<file path="src/rtl/dm_pkg.sv">
// rtl/dm_pkg.sv - DMOp encodings and the store-buffer entry type shared with dm
package dm_pkg;

  localparam logic [2:0] DM_W   = 3'b000;
  localparam logic [2:0] DM_H   = 3'b001;
  localparam logic [2:0] DM_B   = 3'b010;
  localparam logic [2:0] DM_UHB = 3'b100;

  // Byte address width of the dm port; entries are sized to it.
  localparam int DM_AW = 9;

  typedef struct packed {
    logic [2:0]       op;
    logic [DM_AW-1:0] addr;
    logic [31:0]      data;
  } sb_entry_t;

endpackage

</file>
<file path="src/rtl/sb_match.sv">
// rtl/sb_match.sv - word-granular compare of a load address against all live entries
module sb_match #(
  parameter  int DEPTH = 4,
  parameter  int AW    = 9,
  localparam int PW    = $clog2(DEPTH)
) (
  input  logic [PW-1:0] head_i,
  input  logic [PW:0]   count_i,
  input  logic [AW-3:0] word_i [DEPTH],
  input  logic [AW-3:0] ld_word_i,
  output logic          conflict_o
);

  logic [PW-1:0] offset;

  // An entry is live when its distance from head, modulo DEPTH, is below count.
  always_comb begin
    conflict_o = 1'b0;
    offset     = '0;
    for (int i = 0; i < DEPTH; i++) begin
      offset = PW'(i) - head_i;
      if (({1'b0, offset} < count_i) && (word_i[i] == ld_word_i)) begin
        conflict_o = 1'b1;
      end
    end
  end

endmodule

</file>
<file path="src/rtl/store_buffer.sv">
// rtl/store_buffer.sv - posted-write FIFO in front of dm with load/store port arbitration
module store_buffer
  import dm_pkg::*;
#(
  parameter  int DEPTH = 4,
  parameter  int AW    = DM_AW,
  localparam int PW    = $clog2(DEPTH)
) (
  input  logic          clk,
  input  logic          rstn,
  input  logic          st_valid,
  input  logic [2:0]    st_op,
  input  logic [AW-1:0] st_addr,
  input  logic [31:0]   st_data,
  output logic          st_ready,
  input  logic          ld_req,
  input  logic [2:0]    ld_op,
  input  logic [AW-1:0] ld_addr,
  output logic          ld_stall,
  output logic          dm_wr,
  output logic [2:0]    dm_op,
  output logic [AW-1:0] dm_addr,
  output logic [31:0]   dm_din,
  output logic          empty
);

  sb_entry_t     mem_q [DEPTH];
  logic [PW-1:0] head_q, head_d;
  logic [PW-1:0] tail_q, tail_d;
  logic [PW:0]   count_q, count_d;

  logic [AW-1:0] entry_addr [DEPTH];
  logic [AW-3:0] entry_word [DEPTH];
  logic          conflict;
  logic          enq;
  logic          drain;

  always_comb begin
    for (int i = 0; i < DEPTH; i++) begin
      entry_addr[i] = AW'(mem_q[i].addr);
      entry_word[i] = entry_addr[i][AW-1:2];
    end
  end

  sb_match #(.DEPTH(DEPTH), .AW(AW)) u_match (
    .head_i     (head_q),
    .count_i    (count_q),
    .word_i     (entry_word),
    .ld_word_i  (ld_addr[AW-1:2]),
    .conflict_o (conflict)
  );

  // No bypass when full: readiness looks only at the registered count.
  assign st_ready = (count_q != (PW+1)'(DEPTH));
  assign empty    = (count_q == '0);
  assign ld_stall = ld_req & conflict;
  assign enq      = st_valid & st_ready;

  always_comb begin
    drain   = 1'b0;
    dm_wr   = 1'b0;
    dm_op   = ld_op;
    dm_addr = ld_addr;
    dm_din  = '0;
    if (!(ld_req && !conflict) && (count_q != '0)) begin
      drain   = 1'b1;
      dm_wr   = 1'b1;
      dm_op   = mem_q[head_q].op;
      dm_addr = entry_addr[head_q];
      dm_din  = mem_q[head_q].data;
    end
  end

  always_comb begin
    head_d  = drain ? head_q + 1'b1 : head_q;
    tail_d  = enq   ? tail_q + 1'b1 : tail_q;
    count_d = count_q;
    case ({enq, drain})
      2'b10:   count_d = count_q + 1'b1;
      2'b01:   count_d = count_q - 1'b1;
      default: count_d = count_q;
    endcase
  end

  always_ff @(posedge clk or negedge rstn) begin
    if (!rstn) begin
      head_q  <= '0;
      tail_q  <= '0;
      count_q <= '0;
    end else begin
      head_q  <= head_d;
      tail_q  <= tail_d;
      count_q <= count_d;
    end
  end

  // Entry storage carries no reset; liveness is tracked by head/count alone.
  always_ff @(posedge clk) begin
    if (enq) begin
      mem_q[tail_q] <= '{op: st_op, addr: DM_AW'(st_addr), data: st_data};
    end
  end

endmodule

</file>
<file path="config.mk">
export PLATFORM = sky130hd
export DESIGN_NAME = store_buffer
export DESIGN_NICKNAME = d
export VERILOG_FILES = /design/src/rtl/dm_pkg.sv /design/src/rtl/sb_match.sv /design/src/rtl/store_buffer.sv
export SDC_FILE = /design/constraint.sdc
export NUM_CORES = 1
export LEC_CHECK = 0
export CAP_MARGIN = 5
export CORE_MARGIN = 2
export CORE_UTILIZATION = 54
export DETAILED_ROUTE_END_ITERATION = 10
export PLACE_DENSITY = 0.79
export SLEW_MARGIN = 20
export SYNTH_ARGS = -nofsm -noshare
export SYNTH_HDL_FRONTEND = slang
export SYNTH_SLANG_ARGS = --single-unit
</file>
<file path="constraint.sdc">
create_clock -name clk -period 3.75 [get_ports clk]
set_clock_uncertainty 0.1 [all_clocks]
set_input_delay 0.75 -clock clk [delete_from_list [all_inputs] [get_ports clk]]
set_output_delay 0.75 -clock clk [all_outputs]
set_load 0.01 [all_outputs]
</file>
==> impl_metrics.ini, run 1 <==
[run_status]
status = complete, no violations

[setup_path]
cp_max_fo = 4
crit_required_ps = 2900
reg2reg_slack_ps = 300
crit_path_start_kind = flop
cp.arrival_ps = 2890
endpoint_kind = primary output
cpMostUsedCell = buf_6
slowest_stage = dfrtp_4
crit_type = flop to primary output
cp_cell_sequence = xor2_4 > inv_2 > ha_4 > a21oi_2 > o211ai_1 > nand4_2 > o21ai_4 > buf_6 > buf_6 > mux2_4 > buf_6
cpPeakStageDelay_ps = 530

[clocking]
cts_buffer_depth = 2
clk_pin_slew_ps = 60
clock_sinks = 183
cts-htree-levels = 4
clockRootBuffer = clkbuf_16
cts_tree = yes
numCtsBuffers = 17
insertion_delay_ps = 420

[synth]
synthDominantCellAreaShare = 0.692
synth_area_leaders = edfxtp_1, mux4_2, xor2_1
synthArstFlopShare = 0.0383
synth_area_sq_um = 7630
postSynthAreaPerCell_sq_um = 19.8
ys.flop_type = edfxtp_1
synth_cells = 385
synth_most_common_cell = edfxtp_1
ys_seq_area_frac = 0.715
synth_nets = 455
ys_seq_elements = 183
synth.top_cells.by_count = edfxtp_1, mux4_2, nor2b_1
ys_types = 30
synth_edf_count = 176
synth_largest_area_cell = edfxtp_1
yosys_warnings = 0

[drt]
drtIter0Drc = 326
num_vias = 3916
ant_nets = 0
avgRoutedWirePerCell_microns = 20.9
dr.pass1.iters = 4
vias_per_cell = 5.53
wirelength_microns = 14800
route.detailed.drc = 0

[placement]
dp_hpwl_microns = 8990
placed_area_sq_um = 9010
dp_cells = 666
port_buffers = 107
dp_slack_ps = -343
place_congestion = 0.810

[timing]
period_minus_slack_ps = 3740
rsz0062_at_grt = true
maxSlewViolCount = 0
relSlewSlack = 0.559
fin_setup_tns_ps = 0
setup_ws_ps = 6.60
max_freq_mhz = 267
finalHoldViolations = 0
setup_viol = 0
timing.final.crit_share = 0.998
worst_pin_slew_ps = 662

[global_routing]
grt_use_total = 0.212
overflow = 0
grt_start_max_net_pins = 27
grt_pass1_vias = 4218
antenna_found_initial = 1
grt_pass1_wl_microns = 22900

[pwr]
peakVddDrop_uv = 420
p_leak_nw = 3.46
power_mw = 7.20
pwr_density_cell_nw_per_um2 = 744

[floorplanning]
start_util = 0.552
dieArea_sq_um = 15100
rows = 43
core-area_sq_um = 13800
die_h_microns = 123
num_io_pins = 108
die_x_microns = 123

[cells_and_area]
final_nets = 585
fin_area_sq_um = 9670
final_cells = 708
diodes = 0
syn_to_final_growth_pct = 26.6
drive_gt1_frac = 0.307

[run]
maxCapViolCount = 0

[hold_path]
min_path_type = flop to flop
## sequential cells by signal, summed over array words and instances (netlist names)
name / cells
count_q: 3
head_q: 2
mem_q: 176
tail_q: 2
## report_power, final
group / internal [mW] / switching (mW) / total (mW)
clock: 0.966 / 0.681 / 1.65
sequential: 2.71 / 0.154 / 2.86
combinational: 1.41 / 1.28 / 2.69
## per-stage QoR
stage	hold slack, ps	utilization
2_1_floorplan	354	-
3_3_place_gp	387	0.652
3_5_place_dp	414	0.652
4_1_cts	445	0.703
5_1_grt	519	0.699
6_report	483	0.699
## cell type report
cell class,instances,area [sq um]
fill,890,4160
timing repair buffer,134,1320
multi-input combinational,168,2070
clock buffer,20,437
tap,180,225
inverter,11,41.3
clock inverter,12,110
sequential,183,5470
## cells in the final DEF (no fill, tap or decap), types with 2 or more instances in the layout
cell type        count
clkdlybuf4s15_1      3
a21oi_1              3
xor2_1              30
nand2_1              3
buf_8                2
mux2_4              12
dfrtp_1              5
nor4_1               4
clkbuf_16           17
clkinv_2             6
mux4_2              44
bufinv_16            2
nor2b_1             31
buf_16               3
xnor2_1              4
clkdlybuf4s50_1     54
clkdlybuf4s15_2      2
and2_1               2
edfxtp_1           176
dlygate4sd2_1       10
buf_2               15
inv_1                9
o21ai_0              2
clkbuf_2            13
o211ai_1             5
buf_6               14
buf_12               5
ha_1                 8
nor2_1               2
buf_4               11
and3_2               4
inv_2                2
clkinv_1             3
nor3_1               4
clkbuf_1             3
## kinds of logic (layout without fill, tap and decap cells)
kind of cell,Yosys count,in the layout,share of synthesized area
flops,183,183,0.715
mux,56,56,0.150
simple gates,55,55,0.0434
xor+xnor,35,35,0.0402
buf+inv,34,177,0.0223
compound gates,12,12,0.0110
fa+ha+maj,10,10,0.0174
## worst max-delay path, delay by kind of cell, from the launching register on
kind                     cells  cell delay [ps]
multiplexers                 1              290
AND/OR/NAND/NOR              1              170
adder cells (fa/ha/maj)      1              270
flip-flops                   1              530
AO/OA/AOI/OAI                3              550
buffers and inverters        4              460
XOR/XNOR                     1              210
## what timing repair did
item | 4_1_cts | 5_1_grt
cloned | 3 | 0
pin swaps | 4 | 4
setup buffers | 7 | 1
hold buffers | 0 | 0
gates resized for setup | 155 | 37
setup endpoints to repair | 46 | 41
## metal layers
layer / vias up / track usage / share of wire
li1: 1768 / - / -
met1: 1989 / 0.278 / 0.41
met2: 131 / 0.341 / 0.51
met3: 26 / 0.0517 / 0.057
met4: 2 / 0.0941 / 0.020
met5: - / 0 / 0.00081
## worst paths after layout
path | from | endpoint | cells past startpoint
worst max-delay path | head_q[0] | dm_addr[7] | 11
worst min-delay path | count_q[1] | count_q[1] | 2
worst max register to register | head_q[0] | count_q[1] | 15
worst min register to register | count_q[1] | count_q[1] | 2
max in group asynchronous | rstn | head_q[0] | 1
min in group asynchronous | rstn | count_q[1] | 1
Note: power is estimated with default switching activity, not from simulation.
==> inputs of run 2 (changes only) <==
==> constraint.sdc (replaced) <==
create_clock -name clk -period 3.75 [get_ports clk]
set_clock_uncertainty 0.1 [all_clocks]
set_input_delay 0.75 -clock clk [delete_from_list [all_inputs] [get_ports clk]]
set_output_delay 0.75 -clock clk [all_outputs]
set_load 0.1 [all_outputs]
==> run 2 against run 1 <==
Against the previous run: die area did not move; via count is 0.13% higher; global-route usage down 0.15 points; count of clock-buffer cells in the layout decreased by 3; register-to-register slack better by 360 ps; hold slack worse by 62 ps; critical path type unchanged; highest routed layer is now met4.
==> impl_metrics.ini, run 2 (synthesis gave the netlist of run 1 again) <==
[global_routing]
grt_pass1_wl_microns = 22700
overflow = 0
grt_use_total = 0.211
grt_start_max_net_pins = 40
antenna_found_initial = 0
grt_pass1_vias = 4163

[clocking]
cts_tree = yes
numCtsBuffers = 17
clock_sinks = 183
cts_buffer_depth = 2
cts-htree-levels = 4
clk_pin_slew_ps = 60
insertion_delay_ps = 430
clockRootBuffer = clkbuf_16

[setup_path]
reg2reg_slack_ps = 660
crit_path_start = head_q[0]
cp.arrival_ps = 2840
crit-reg2reg-launch = head_q[0]
endpoint_kind = primary output
crit_type = flop to primary output
crit_required_ps = 2900
crit_path_start_kind = flop
cp_max_fo = 14

[hold_path]
min_path_type = flop to flop
worstHoldStart = count_q[1]

[timing]
fin_setup_tns_ps = 0
period_minus_slack_ps = 3690
setup_viol = 0
worst_pin_slew_ps = 782
timing.final.crit_share = 0.985
hold_slack_ps = 421
max_freq_mhz = 271
finalHoldViolations = 0
relSlewSlack = 0.479
rsz0062_at_grt = true
maxSlewViolCount = 0

[floorplanning]
rows = 43
core-area_sq_um = 13800
num_io_pins = 108
dieArea_sq_um = 15100
start_util = 0.552
die_x_microns = 123
die_h_microns = 123

[cells_and_area]
final_nets = 581
num-fill-cells = 770
largest_reg_flops = 176
top_regs = mem_q x176, count_q x3
drive_gt1_frac = 0.385
syn_to_final_growth_pct = 33.9
regArea_sq_um = 5470
diodes = 0
final_cell_mix = edfxtp_1, buf_12, clkdlybuf4s50_1
layout_commonest_cell = edfxtp_1
largest-register = mem_q
fin_area_sq_um = 10200
final_cells = 704
multi_input_area_sq_um = 2120

[placement]
dp_cells = 664
place_congestion = 0.853
dp_hpwl_microns = 9280
placed_area_sq_um = 9560
port_buffers = 107

[run]
maxCapViolCount = 0

[pwr]
power_frac_seq = 0.303
internal_power_mw = 5.62
power_frac_clock = 0.182
switching_share = 0.402
p_leak_nw = 3.56
peakVddDrop_uv = 646
netSwitchingPower_mw = 3.77
comb_power_share = 0.514
pwr_density_cell_nw_per_um2 = 919
power_mw = 9.39

[drt]
ant_nets = 0
route.detailed.drc = 0
dr.pass1.iters = 4
vias_per_cell = 5.57
wirelength_microns = 14400
avgRoutedWirePerCell_microns = 20.5
drtIter0Drc = 233
num_vias = 3921

[run_status]
status = complete, no violations
## run 2: cell types whose count changed in the layout (fill, tap and decap cells not counted), sizes merged
cell           previous run  this run
dlymetal6s2s              1         0
inv                      11        13
clkbuf                   33        17
buf                      50        71
clkdlybuf4s15             5         0
clkdlybuf4s50            54        52
clkinv                   10         6
clkinvlp                  0         5
dlygate4sd2              10         7
bufbuf                    1         0
## run 2: area by class of cell
| cell class | instances | share of cell area |
|---|---|---|
| flip-flops and latches | 183 | 0.535 |
| multi-input cells | 168 | 0.207 |
| repair buffers | 130 | 0.175 |
| clock buffers | 17 | 0.0416 |
| well taps | 180 | 0.0220 |
| clock inverters | 15 | 0.0148 |
| inverters | 11 | 0.00441 |
## run 2: worst paths after layout
kind / to / depth (start not counted)
max: dm_addr[3] / 10
min: count_q[1] / 2
max reg2reg: count_q[2] / 16
min reg2reg: count_q[1] / 2
max in group asynchronous: head_q[0] / 1
min in group asynchronous: count_q[2] / 1
## run 2: repair_timing
item                       CTS  global route
pin swaps                    1             0
setup endpoints to repair   37            12
setup buffers                3             5
hold buffers                 0             0
resized for setup            8             3
## run 2: power groups by stage
stage                     clock network, mW  registers [mW]  logic (mW)
after floorplan                           0            2.83        3.25
after detailed placement                  0            2.93        4.75
after global placement                    0            2.90        4.72
final                                  1.71            2.85        4.83
after CTS                              1.75            2.85        4.84
after global routing                   1.82            2.88        5.05
## run 2: stage by stage
| step | utilization | setup WS (ps) |
|---|---|---|
| final | 0.739 | 55.1 |
| after global routing | 0.739 | -45.7 |
| after CTS | 0.735 | 29.9 |
| after detailed placement | 0.692 | -96.2 |
| after global placement | 0.692 | -89.9 |
| after floorplan | - | 16.2 |
## run 2: critical path, stage by stage (launching register included)
cell and delay (ps):
dfrtp_4 500, xor2_2 180, inv_1 60, ha_1 270, a21oi_1 60, o211ai_1 190
nand4_2 150, o21ai_4 230, buf_12 200, mux2_2 390, buf_12 170
## run 2: per-layer routing
layer | wire length, microns | share of wire | track usage
met1 | 5950 | 0.41 | 0.281
met2 | 7340 | 0.51 | 0.335
met3 | 872 | 0.060 | 0.0581
met4 | 258 | 0.018 | 0.0776
met5 | 0 | 0 | 0
==> inputs of run 3 (changes only) <==
--- a/config.mk
+++ b/config.mk
@@ -10,6 +10,7 @@
 export CORE_UTILIZATION = 54
 export DETAILED_ROUTE_END_ITERATION = 10
 export PLACE_DENSITY = 0.79
+export SKIP_LAST_GASP = 1
 export SLEW_MARGIN = 20
 export SYNTH_ARGS = -nofsm -noshare
 export SYNTH_HDL_FRONTEND = slang
==> run 3 against run 2 <==
Against the previous run: sequential share of layout area is essentially flat; clock power is essentially flat; design area about the same; hold slack gained 2.5 ps; final cell count unchanged; global-route usage unchanged; setup slack better by 6.8 ps; combinational power hardly changed; power is essentially flat; die area is the same; sequential power hardly changed; utilization about the same; largest cell class unchanged; highest routed layer unchanged.
==> impl_metrics.ini, run 3 (synthesis gave the netlist of run 1 again) <==
[run_status]
status = complete, no violations

[hold_path]
whs_endpoint = count_q[1]
worstHoldStart = count_q[1]
min_path_type = flop to flop
hold_path_depth = 2

[cells_and_area]
layout_commonest_cell = edfxtp_1
largest-register = mem_q
top_regs = mem_q x176, count_q x3
fin_area_sq_um = 10200
diodes = 0
num-fill-cells = 770
final_nets = 581
drive_gt1_frac = 0.385
largest_reg_flops = 176
final_cell_mix = edfxtp_1, buf_12, clkdlybuf4s50_1
syn_to_final_growth_pct = 33.8

[global_routing]
grt_pass1_wl_microns = 22700
grt_start_max_net_pins = 40
grt_use_total = 0.211
grt_pass1_vias = 4163
overflow = 0
antenna_found_initial = 0

[drt]
drtIter0Drc = 252
route.detailed.drc = 0
dr.pass1.iters = 4
wirelength_microns = 14400
avgRoutedWirePerCell_microns = 20.4
num_vias = 3932
ant_nets = 0
vias_per_cell = 5.59

[floorplanning]
start_util = 0.552
die_x_microns = 123
die_h_microns = 123
dieArea_sq_um = 15100
rows = 43
core-area_sq_um = 13800
num_io_pins = 108

[setup_path]
cp.arrival_ps = 2840
crit-reg2reg-launch = head_q[0]
r2r_end = count_q[2]
cp_max_fo = 14
crit_type = flop to primary output
reg2reg_slack_ps = 650
crit_required_ps = 2900
rr_worst_depth = 16
crit_path_start_kind = flop
endpoint_kind = primary output

[placement]
port_buffers = 107
dp_hpwl_microns = 9280
place_congestion = 0.853
dp_slack_ps = -96.2
placed_area_sq_um = 9560

[timing]
hold_slack_ps = 423
timing.final.crit_share = 0.983
finalHoldViolations = 0
relSlewSlack = 0.480
setup_viol = 0
period_minus_slack_ps = 3690
max_freq_mhz = 271
rsz0062_at_grt = true
maxSlewViolCount = 0
setup_ws_ps = 61.9
worst_pin_slew_ps = 780
fin_setup_tns_ps = 0

[clocking]
insertion_delay_ps = 430
numCtsBuffers = 17
clock_sinks = 183
clockRootBuffer = clkbuf_16
cts_buffer_depth = 2
hold_buffers = 0
cts_tree = yes
cts-htree-levels = 4
clk_pin_slew_ps = 60

[pwr]
pwr_density_cell_nw_per_um2 = 918
peakVddDrop_uv = 646
p_leak_nw = 3.56

[run]
maxCapViolCount = 0
## run 3: worst max path at each step
stage	cells past startpoint	slack, ps	from	end
after global routing	10	-50	head_q[0]	dm_addr[2]
after detailed placement	10	-100	ld_addr[6]	dm_din[3]
final	10	60	head_q[0]	dm_addr[3]
after floorplan	18	20	head_q[0]	count_q[2]
after CTS	10	30	count_q[1]	dm_addr[3]
after global placement	10	-90	ld_addr[6]	dm_din[21]
## run 3: power breakdown
group | internal, mW | switching, mW
Sequential | 2.71 | 0.143
Combinational | 1.93 | 2.89
Clock | 0.980 | 0.732
Total | 5.61 | 3.77
## run 3: metal layers
| metal | routed length, microns | part of all wire | up-vias | global-route usage |
|---|---|---|---|---|
| li1 | - | - | 1763 | - |
| met1 | 5900 | 0.41 | 2022 | 0.281 |
| met2 | 7370 | 0.51 | 126 | 0.335 |
| met3 | 871 | 0.061 | 21 | 0.0581 |
| met4 | 242 | 0.017 | 0 | 0.0776 |
| met5 | 0 | 0 | - | 0 |
## run 3: layout make-up
class                   count  area [sq um]  share of cell area
flip-flops and latches    183          5470               0.535
multi-input cells         168          2110               0.207
inverters                  11          45.0             0.00441
well taps                 180           225              0.0220
clock buffers              17           425              0.0416
clock inverters            15           151              0.0148
repair buffers            130          1790               0.175
## run 3: worst max-delay path, cell delays in order (launching register included)
cell and delay (ps):
dfrtp_4 500, xor2_2 180, inv_1 60, ha_1 270, a21oi_1 60, o211ai_1 190, nand4_2 150, o21ai_4 230
buf_12 200, mux2_2 380, buf_12 170
## run 3: through the flow
step	cells	total power, mW	utilization
5_1_grt	704	9.75	0.739
3_3_place_gp	664	7.62	0.692
6_report	704	9.38	0.739
3_5_place_dp	664	7.68	0.692
4_1_cts	699	9.43	0.735
2_1_floorplan	385	6.09	-
## run 3: repair_timing
| item | in CTS | in global routing |
|---|---|---|
| gates resized for setup | 8 | 2 |
| setup buffers | 3 | 5 |
| pin swaps | 1 | 0 |
| gates cloned | 0 | 0 |
| setup endpoints to repair | 37 | 12 |
